[src/rtl/dp_controller.sv]
// Multi-cycle ARM32 data-processing sequencer: IDLE -> LOAD -> [LOAD_S] -> EXEC -> WB, 4 cycles accept-to-idle (5 with LOAD_S).
// Backpressure: waiting is high only in IDLE; instr_valid outside IDLE is ignored. Macro DP_CTRL_REG_SHIFT_EN enables register-specified shifts.
module dp_controller (
    input  logic        clk,
    input  logic        rst_n,
    input  logic [31:0] instr,
    input  logic        instr_valid,
    input  logic [3:0]  status_in,
    output logic        waiting,
    output logic [3:0]  r_addr_a,
    output logic [3:0]  r_addr_b,
    output logic        en_A,
    output logic        en_B,
    output logic        en_S,
    output logic        en_C,
    output logic        sel_imm,
    output logic [31:0] imm32,
    output logic [1:0]  shift_op,
    output logic [4:0]  shift_amt,
    output logic        shift_reg,
    output logic [3:0]  alu_op,
    output logic        w_en,
    output logic [3:0]  w_addr,
    output logic        load_status,
    output logic        illegal
);
    typedef enum logic [2:0] {S_IDLE, S_LOAD, S_LOAD_S, S_EXEC, S_WB} state_t;

    localparam logic [3:0] OP_CMP = 4'b1010;

    state_t      r_state, w_next;
    logic [31:0] r_instr_q;
    logic        r_cond_pass;

    logic        w_accept;
    logic        w_reg_shift_enc;
    logic        w_use_rs;
    logic        w_op_ok;
    logic        w_cond_ok;
    logic [63:0] w_imm_dbl;

    function automatic logic cond_eval(input logic [3:0] cc, input logic [3:0] nzcv);
        logic n, z, c, v;
        {n, z, c, v} = nzcv;
        case (cc)
            4'h0: cond_eval = z;
            4'h1: cond_eval = !z;
            4'h2: cond_eval = c;
            4'h3: cond_eval = !c;
            4'h4: cond_eval = n;
            4'h5: cond_eval = !n;
            4'h6: cond_eval = v;
            4'h7: cond_eval = !v;
            4'h8: cond_eval = c && !z;
            4'h9: cond_eval = !c || z;
            4'hA: cond_eval = (n == v);
            4'hB: cond_eval = (n != v);
            4'hC: cond_eval = !z && (n == v);
            4'hD: cond_eval = z || (n != v);
            4'hE: cond_eval = 1'b1;
            default: cond_eval = 1'b0;
        endcase
    endfunction

    assign w_accept        = instr_valid && (r_state == S_IDLE);
    assign w_reg_shift_enc = !r_instr_q[25] && r_instr_q[4];
    assign w_cond_ok       = cond_eval(r_instr_q[31:28], status_in);

    always_comb begin
        case (r_instr_q[24:21])
            4'b0000, 4'b0001, 4'b0010, 4'b0011, 4'b0100,
            4'b1010, 4'b1100, 4'b1101, 4'b1111: w_op_ok = 1'b1;
            default:                            w_op_ok = 1'b0;
        endcase
    end

    // Illegal is a pure decode of the held word, so it stays sticky until the next acceptance.
`ifdef DP_CTRL_REG_SHIFT_EN
    assign w_use_rs = w_reg_shift_enc;
    assign illegal  = (r_instr_q[27:26] != 2'b00) || !w_op_ok;
`else
    assign w_use_rs = 1'b0;
    assign illegal  = (r_instr_q[27:26] != 2'b00) || !w_op_ok || w_reg_shift_enc;
`endif

    // Rotating a doubled copy right yields the 32-bit rotate-right in the low half.
    assign w_imm_dbl = {24'd0, r_instr_q[7:0], 24'd0, r_instr_q[7:0]} >> {r_instr_q[11:8], 1'b0};
    assign imm32     = w_imm_dbl[31:0];
    assign shift_op  = r_instr_q[6:5];
    assign shift_amt = r_instr_q[11:7];
    assign alu_op    = r_instr_q[24:21];
    assign w_addr    = r_instr_q[15:12];
    assign r_addr_a  = r_instr_q[19:16];
    assign r_addr_b  = (r_state == S_LOAD_S) ? r_instr_q[11:8] : r_instr_q[3:0];

    always_ff @(posedge clk or negedge rst_n) begin
        if (!rst_n) begin
            r_state     <= S_IDLE;
            r_instr_q   <= 32'd0;
            r_cond_pass <= 1'b0;
        end else begin
            r_state <= w_next;
            if (w_accept)
                r_instr_q <= instr;
            if (r_state == S_EXEC)
                r_cond_pass <= w_cond_ok;
        end
    end

    always_comb begin
        w_next      = r_state;
        waiting     = 1'b0;
        en_A        = 1'b0;
        en_B        = 1'b0;
        en_S        = 1'b0;
        en_C        = 1'b0;
        sel_imm     = 1'b0;
        shift_reg   = 1'b0;
        w_en        = 1'b0;
        load_status = 1'b0;
        case (r_state)
            S_IDLE: begin
                waiting = 1'b1;
                if (instr_valid)
                    w_next = S_LOAD;
            end
            S_LOAD: begin
                en_A   = 1'b1;
                en_B   = 1'b1;
                w_next = w_use_rs ? S_LOAD_S : S_EXEC;
            end
            S_LOAD_S: begin
                en_S   = 1'b1;
                w_next = S_EXEC;
            end
            S_EXEC: begin
                en_C      = 1'b1;
                sel_imm   = r_instr_q[25];
                shift_reg = w_use_rs;
                w_next    = S_WB;
            end
            S_WB: begin
                w_en        = r_cond_pass && (r_instr_q[24:21] != OP_CMP) && !illegal;
                load_status = r_cond_pass && (r_instr_q[20] || (r_instr_q[24:21] == OP_CMP)) && !illegal;
                w_next      = S_IDLE;
            end
            default: w_next = S_IDLE;
        endcase
    end
endmodule

[config.mk]
export PLATFORM = sky130hd
export DESIGN_NAME = dp_controller
export DESIGN_NICKNAME = d
export VERILOG_FILES = /design/src/rtl/dp_controller.sv
export SDC_FILE = /design/constraint.sdc
export NUM_CORES = 1
export LEC_CHECK = 0
export CAP_MARGIN = 20
export CORE_ASPECT_RATIO = 2
export CORE_MARGIN = 3
export CORE_UTILIZATION = 25
export CTS_CLUSTER_SIZE = 30
export DETAILED_ROUTE_END_ITERATION = 8
export PLACE_DENSITY = 0.5
export SKIP_LAST_GASP = 1
export SYNTH_ARGS = -nofsm -noshare
export SYNTH_HDL_FRONTEND = slang
export SYNTH_SLANG_ARGS = --single-unit
[constraint.sdc]
create_clock -name clk -period 2.6 [get_ports clk]
set_input_delay 0.78 -clock clk [delete_from_list [all_inputs] [get_ports clk]]
set_output_delay 0.78 -clock clk [all_outputs]
set_load 0.02 [all_outputs]
# Yosys cells after proc, flatten, opt, wreduce, memory -nomap -nowiden
# Memory sizes are Yosys's and may differ from the RTL's.
# Index checks and enable logic that the tools add are counted.
# Widths: inputs -> output; s select.
dict set report classes {
  eq_ne 23
  shifts 1
  n_mux 11
  n_reduce_logical 24
}
# operator n
set ops {}
lappend ops {{$shr 40x5->32} 1}
lappend ops {{$eq 4x4->1 const B} 8}
lappend ops {{$eq 4x3->1 const B} 4}
lappend ops {{$pmux 1 s15} 1}
lappend ops {{$pmux 3 s3} 1}
lappend ops {{$eq 4x2->1 const B} 2}
lappend ops {{$logic_and 1x1->1} 8}
lappend ops {{$logic_not 1->1} 7}
lappend ops {{$mux 1} 7}
lappend ops {{$eq 3x2->1 const B} 2}
lappend ops {{$logic_or 1x1->1} 5}
lappend ops {{$eq 4x1->1 const B} 1}
lappend ops {{$logic_not 4->1} 1}
lappend ops {{$mux 4} 1}
lappend ops {{$ne 4x4->1 const B} 1}
lappend ops {{$eq 3x1->1 const B} 1}
lappend ops {{$eq 3x3->1 const B} 1}
lappend ops {{$logic_not 3->1} 1}
lappend ops {{$mux 3} 1}
lappend ops {{$ne 2x2->1 const B} 1}
lappend ops {{$reduce_bool 2->1} 1}
lappend ops {{$reduce_or 2->1} 1}
lappend ops {{$eq 1x1->1} 1}
lappend ops {{$ne 1x1->1} 1}
dict set report totals {
  ff_bits 36
  mem_bits_ro 16
  input_bits 39
  out_inout_bits 65
  mem_count 1
}
# memory words width read_ports rd_ports_with_merged_regs wr line
set mem_list {}
lappend mem_list {{(no name shown)} 16 1 1 0 0 70} ;# case (r_instr_q[24:21])

# Logic depth before layout (Yosys ltp)
# Gate-level depths: netlist of the first run.
# An unclocked memory read counts as a cell.
dict set report depth {
  depth_word 7
  depth_mapped 7
}

# Worst setup path after synthesis of the first run
# OpenSTA, ideal clock, no wires.
dict set report synth_path {
  path_type {reg-to-output}
  startpoint {reg r_instr_q[23]}
  endpoint {out load_status}
  arrival_time_ns 1.506
  path_slack_ns 0.314
  stages_incl_launch_ff 5
  path_buffers 0
  cell_sequence {dfrtp_1 -> xnor2_1 -> nor2_1 -> o31ai_1 -> nor3_1}
}
dict set report synth_between {
  elab_chain_cells 7
}
# item line
set synth_lines {}
lappend synth_lines {{from (decl)} 32} ;# logic [31:0] r_instr_q;
lappend synth_lines {{from (signal assigned)} 104} ;# r_instr_q <= instr;
lappend synth_lines {{$mem_v2 16x1} --}
lappend synth_lines {{$logic_not 1->1} 83} ;# assign illegal = (r_instr_q[27:26] != 2'b00) || !w_op_ok || w_reg_shift_enc;
lappend synth_lines {{$logic_or 1x1->1 (2 in series)} 83}
lappend synth_lines {{via illegal} 25} ;# output logic illegal
lappend synth_lines {{$logic_not 1->1} 144} ;# load_status = r_cond_pass && (r_instr_q[20] || (r_instr_q[24:21] == OP_CMP)) && !illegal;
lappend synth_lines {{$logic_and 1x1->1} 144}
lappend synth_lines {{$mux 1} 121} ;# case (r_state)
lappend synth_lines {{to (decl)} 24} ;# output logic load_status,
# The timed path passes the listed nets, and every way through them passes these cells.

# Final worst setup path of the first run
dict set report layout_path {
  startpoint {reg r_instr_q[8]}
  endpoint {out imm32[11]}
}
dict set report layout_between {
  elab_chain_cells 1
}
# item line
set layout_lines {}
lappend layout_lines {{$shr 40x5->32} 87} ;# assign w_imm_dbl = {24'd0, r_instr_q[7:0], 24'd0, r_instr_q[7:0]} >> {r_instr_q[11:8], 1'b0};
lappend layout_lines {{to (decl)} 17} ;# output logic [31:0] imm32,
# No other way between the ends.

==> results of run 1 <==
-- power by group --
part	internal (mW)	total (mW)	switching, mW
logic	1.81	3.56	1.75
clock network	0.402	0.625	0.223
registers	0.856	1.26	0.402
-- synth_stat cells, types with 2 or more instances --
library cell,instances,share of area [%]
nor2_2,2,0.49
nand2_1,13,1.9
inv_1,3,0.44
buf_12,3,2.4
buf_6,2,0.89
nor3b_1,6,1.8
nand3_1,6,1.2
and2_1,5,1.2
mux2_2,15,6.6
mux2i_1,9,3.5
o21ai_0,5,0.98
and3b_1,4,1.4
o22ai_1,12,3.0
mux2_1,4,1.8
nor2b_1,4,0.98
o31ai_1,2,0.59
nor3_1,4,0.79
nor2_1,20,3.0
a21oi_1,3,0.59
xnor2_1,3,1.0
dfrtp_1,36,35
a2bb2oi_1,3,1.0
clkbuf_1,5,0.74
a211oi_1,2,0.59
mux2_4,21,12
buf_4,25,7.4
nand2b_1,3,0.74
o22a_1,2,0.69
buf_2,4,0.79
-- layout make-up --
class | count | area (um2)
sequential | 36 | 904.6
timing repair buffer | 127 | 1124
fill | 1029 | 6125
clock buffer | 7 | 152.6
inverter | 4 | 15.01
tap | 132 | 165.2
multi-input combinational | 165 | 1341
-- worst max-delay path, delay by kind of cell, from the launching register on --
family	cells	cell delay (ps)
compound gates	1	100
buf+inv	2	440
flops	1	460
mux	1	180
simple gates	2	300
-- metal layers --
layer  vias up  global-route usage [%]  share of wire (%)
met5         -                       0                  0
met4         0                   5.437                2.2
met3         9                   2.303                4.7
li1       1028                       -                  -
met1       997                   12.86                 34
met2        76                   26.65                 59
-- sequential cells by signal (all words and copies together) (netlist names) --
| register | flops |
|---|---|
| r_instr_q | 32 |
| r_state | 3 |
| r_cond_pass | 1 |
-- per-stage QoR --
stage	cells	worst slack (ps)	power, mW
after detailed placement	464	-144.4	5.054
after global routing	471	-73.47	5.806
after CTS	471	-145.3	5.556
final	471	65.08	5.439
after global placement	464	-115.5	5.032
after floorplan	244	314.1	3.657
-- cell families after synthesis --
family,Yosys count
AO/OA/AOI/OAI,35
XOR/XNOR,4
buffers and inverters,43
flip-flops,36
multiplexers,49
other,1
AND/OR/NAND/NOR,76
-- final timing paths --
kind	start	endpoint	slack, ps	cells past startpoint
worst min-delay path	r_instr_q[15]	r_instr_q[15]	510	1
worst min register to register	r_instr_q[15]	r_instr_q[15]	510	1
worst max register to register	r_state[0]	r_instr_q[2]	930	5
max in group asynchronous	rst_n	r_instr_q[8]	1370	1
min in group asynchronous	rst_n	r_instr_q[14]	610	1
worst max-delay path	r_instr_q[8]	imm32[11]	70	6
-- what timing repair did --
item / CTS / global route
endpoints found under the setup margin: 40 / 29
pin swaps: 0 / 0
gates resized for setup: 69 / 37
buffers inserted: 0 / 0
==> impl_metrics.env, run 1 <==
export IMPL_status="complete, no violations"
export IMPL_path_class="flop to primary output"
export IMPL_synth_edf_count=0
export IMPL_dr_pass1_iters=4
export IMPL_synth_nets=283
export IMPL_slowest_delay_ps=460
export IMPL_tightest_slew_ps=874.9
export IMPL_min_period_over_period_pct=97.50
export IMPL_die_y_um=148.7
export IMPL_endpoint_kind="primary output"
export IMPL_synth_avg_cell_area_um2=10.42
export IMPL_wl_per_cell_um=15.96
export IMPL_max_cap_violations=0
export IMPL_rsz0062_at_grt="yes"
export IMPL_ys_warnings_count=0
export IMPL_final_area_um2=3702
export IMPL_core_rowCount=51
export IMPL_synth_seq_cells=36
export IMPL_whs_ps=506.8
export IMPL_drtIter0Drc=47
export IMPL_final_util_pct=37.68
export IMPL_initial_utilization_pct=25.88
export IMPL_slew_violations=0
export IMPL_grt_pass1_vias=2162
export IMPL_grt_max_degree=37
export IMPL_vias=2110
export IMPL_hp_class="flop to flop"
export IMPL_cts_max_level=2
export IMPL_synth_xor_area_share_pct=1.377
export IMPL_portBuffers=102
export IMPL_coreArea_um2=9827
export IMPL_syn_instance_count=244
export IMPL_synth_mux_area_fraction_pct=24.35
export IMPL_min_period_ps=2535
export IMPL_path_cells="buf_4 -> nor2b_2 -> a2bb2oi_1 -> mux2i_1 -> and2_1 -> clkdlybuf4s15_2"
export IMPL_grt_antenna_before_repair=0
export IMPL_clockBufferDepth=2
export IMPL_cts_buffers=5
export IMPL_dieWidth_um=77.33
export IMPL_grt_first_pass_wirelength_mm=11.71
export IMPL_yosys_area_share_adder_pct=0
export IMPL_grt_util_all_layers_pct=13.27
export IMPL_post_dp_cell_area_um2=3616
export IMPL_drc=0
export IMPL_crit_required_ps=1820
export IMPL_slowest_stage="dfrtp_2"
export IMPL_antenna_left=0
export IMPL_synth_top_family_by_area="multiplexers"
export IMPL_viasPerCell=4.480
export IMPL_finalClockSkew_ps=3.760
export IMPL_syn_to_final_growth_pct=45.55
export IMPL_nNetsFinal=378
export IMPL_n_antenna_cell=0
export IMPL_clock_latency_ps=280
export IMPL_synth_simple_gate_area_share_pct=16.77
export IMPL_synth_ff_type="dfrtp_1"
export IMPL_drive_gt1_share_pct=30.68
export IMPL_ys_types=47
export IMPL_wirelength_mm=7.518
export IMPL_gp_congestion=0.7545
export IMPL_p_per_area_nw_per_um2=1469
export IMPL_maxSlewHeadroom_pct=41.68
export IMPL_setup_viol=0
export IMPL_ys_async_sr_fraction_pct=100.0
export IMPL_hold_viol=0
export IMPL_final_cell_mix="clkdlybuf4s50_1 (58), dfrtp_1 (33), buf_4 (24)"
export IMPL_p_leak_nw=1.645
export IMPL_tns_ps=0
export IMPL_ir_drop_uv=572.7
export IMPL_dpl_hpwl_mm=5.941
export IMPL_clk_pin_slew_worst_paths_ps=50
export IMPL_synth_compound_area_share_pct=9.198
export IMPL_clock_fmax_mhz=394.5
export IMPL_layout_commonest_cell="clkdlybuf4s50_1"
export IMPL_cts_tree="yes"
export IMPL_grt_overflow=0
export IMPL_cts_sinks=36
export IMPL_io_pins=104
export IMPL_worstPathArrival_ps=1750
export IMPL_die_area_um2=11490
export IMPL_cts_root_buf="clkbuf_16"
export IMPL_syn_area_um2=2544
export IMPL_cts_hold_buf=0
export IMPL_synth_seq_area_share_pct=35.42
export IMPL_cp_max_fo=7
export IMPL_start_kind="flop"
Note: power is estimated with default switching activity, not from simulation.
==> inputs of run 2 (changes only) <==
--- a/config.mk
+++ b/config.mk
@@ -13,6 +13,7 @@
 export DETAILED_ROUTE_END_ITERATION = 8
 export PLACE_DENSITY = 0.5
 export SKIP_LAST_GASP = 1
+export SLEW_MARGIN = 20
 export SYNTH_ARGS = -nofsm -noshare
 export SYNTH_HDL_FRONTEND = slang
 export SYNTH_SLANG_ARGS = --single-unit
==> results of run 2 <==
No change in the layout: final DEF, timing and power equal those of run 1.
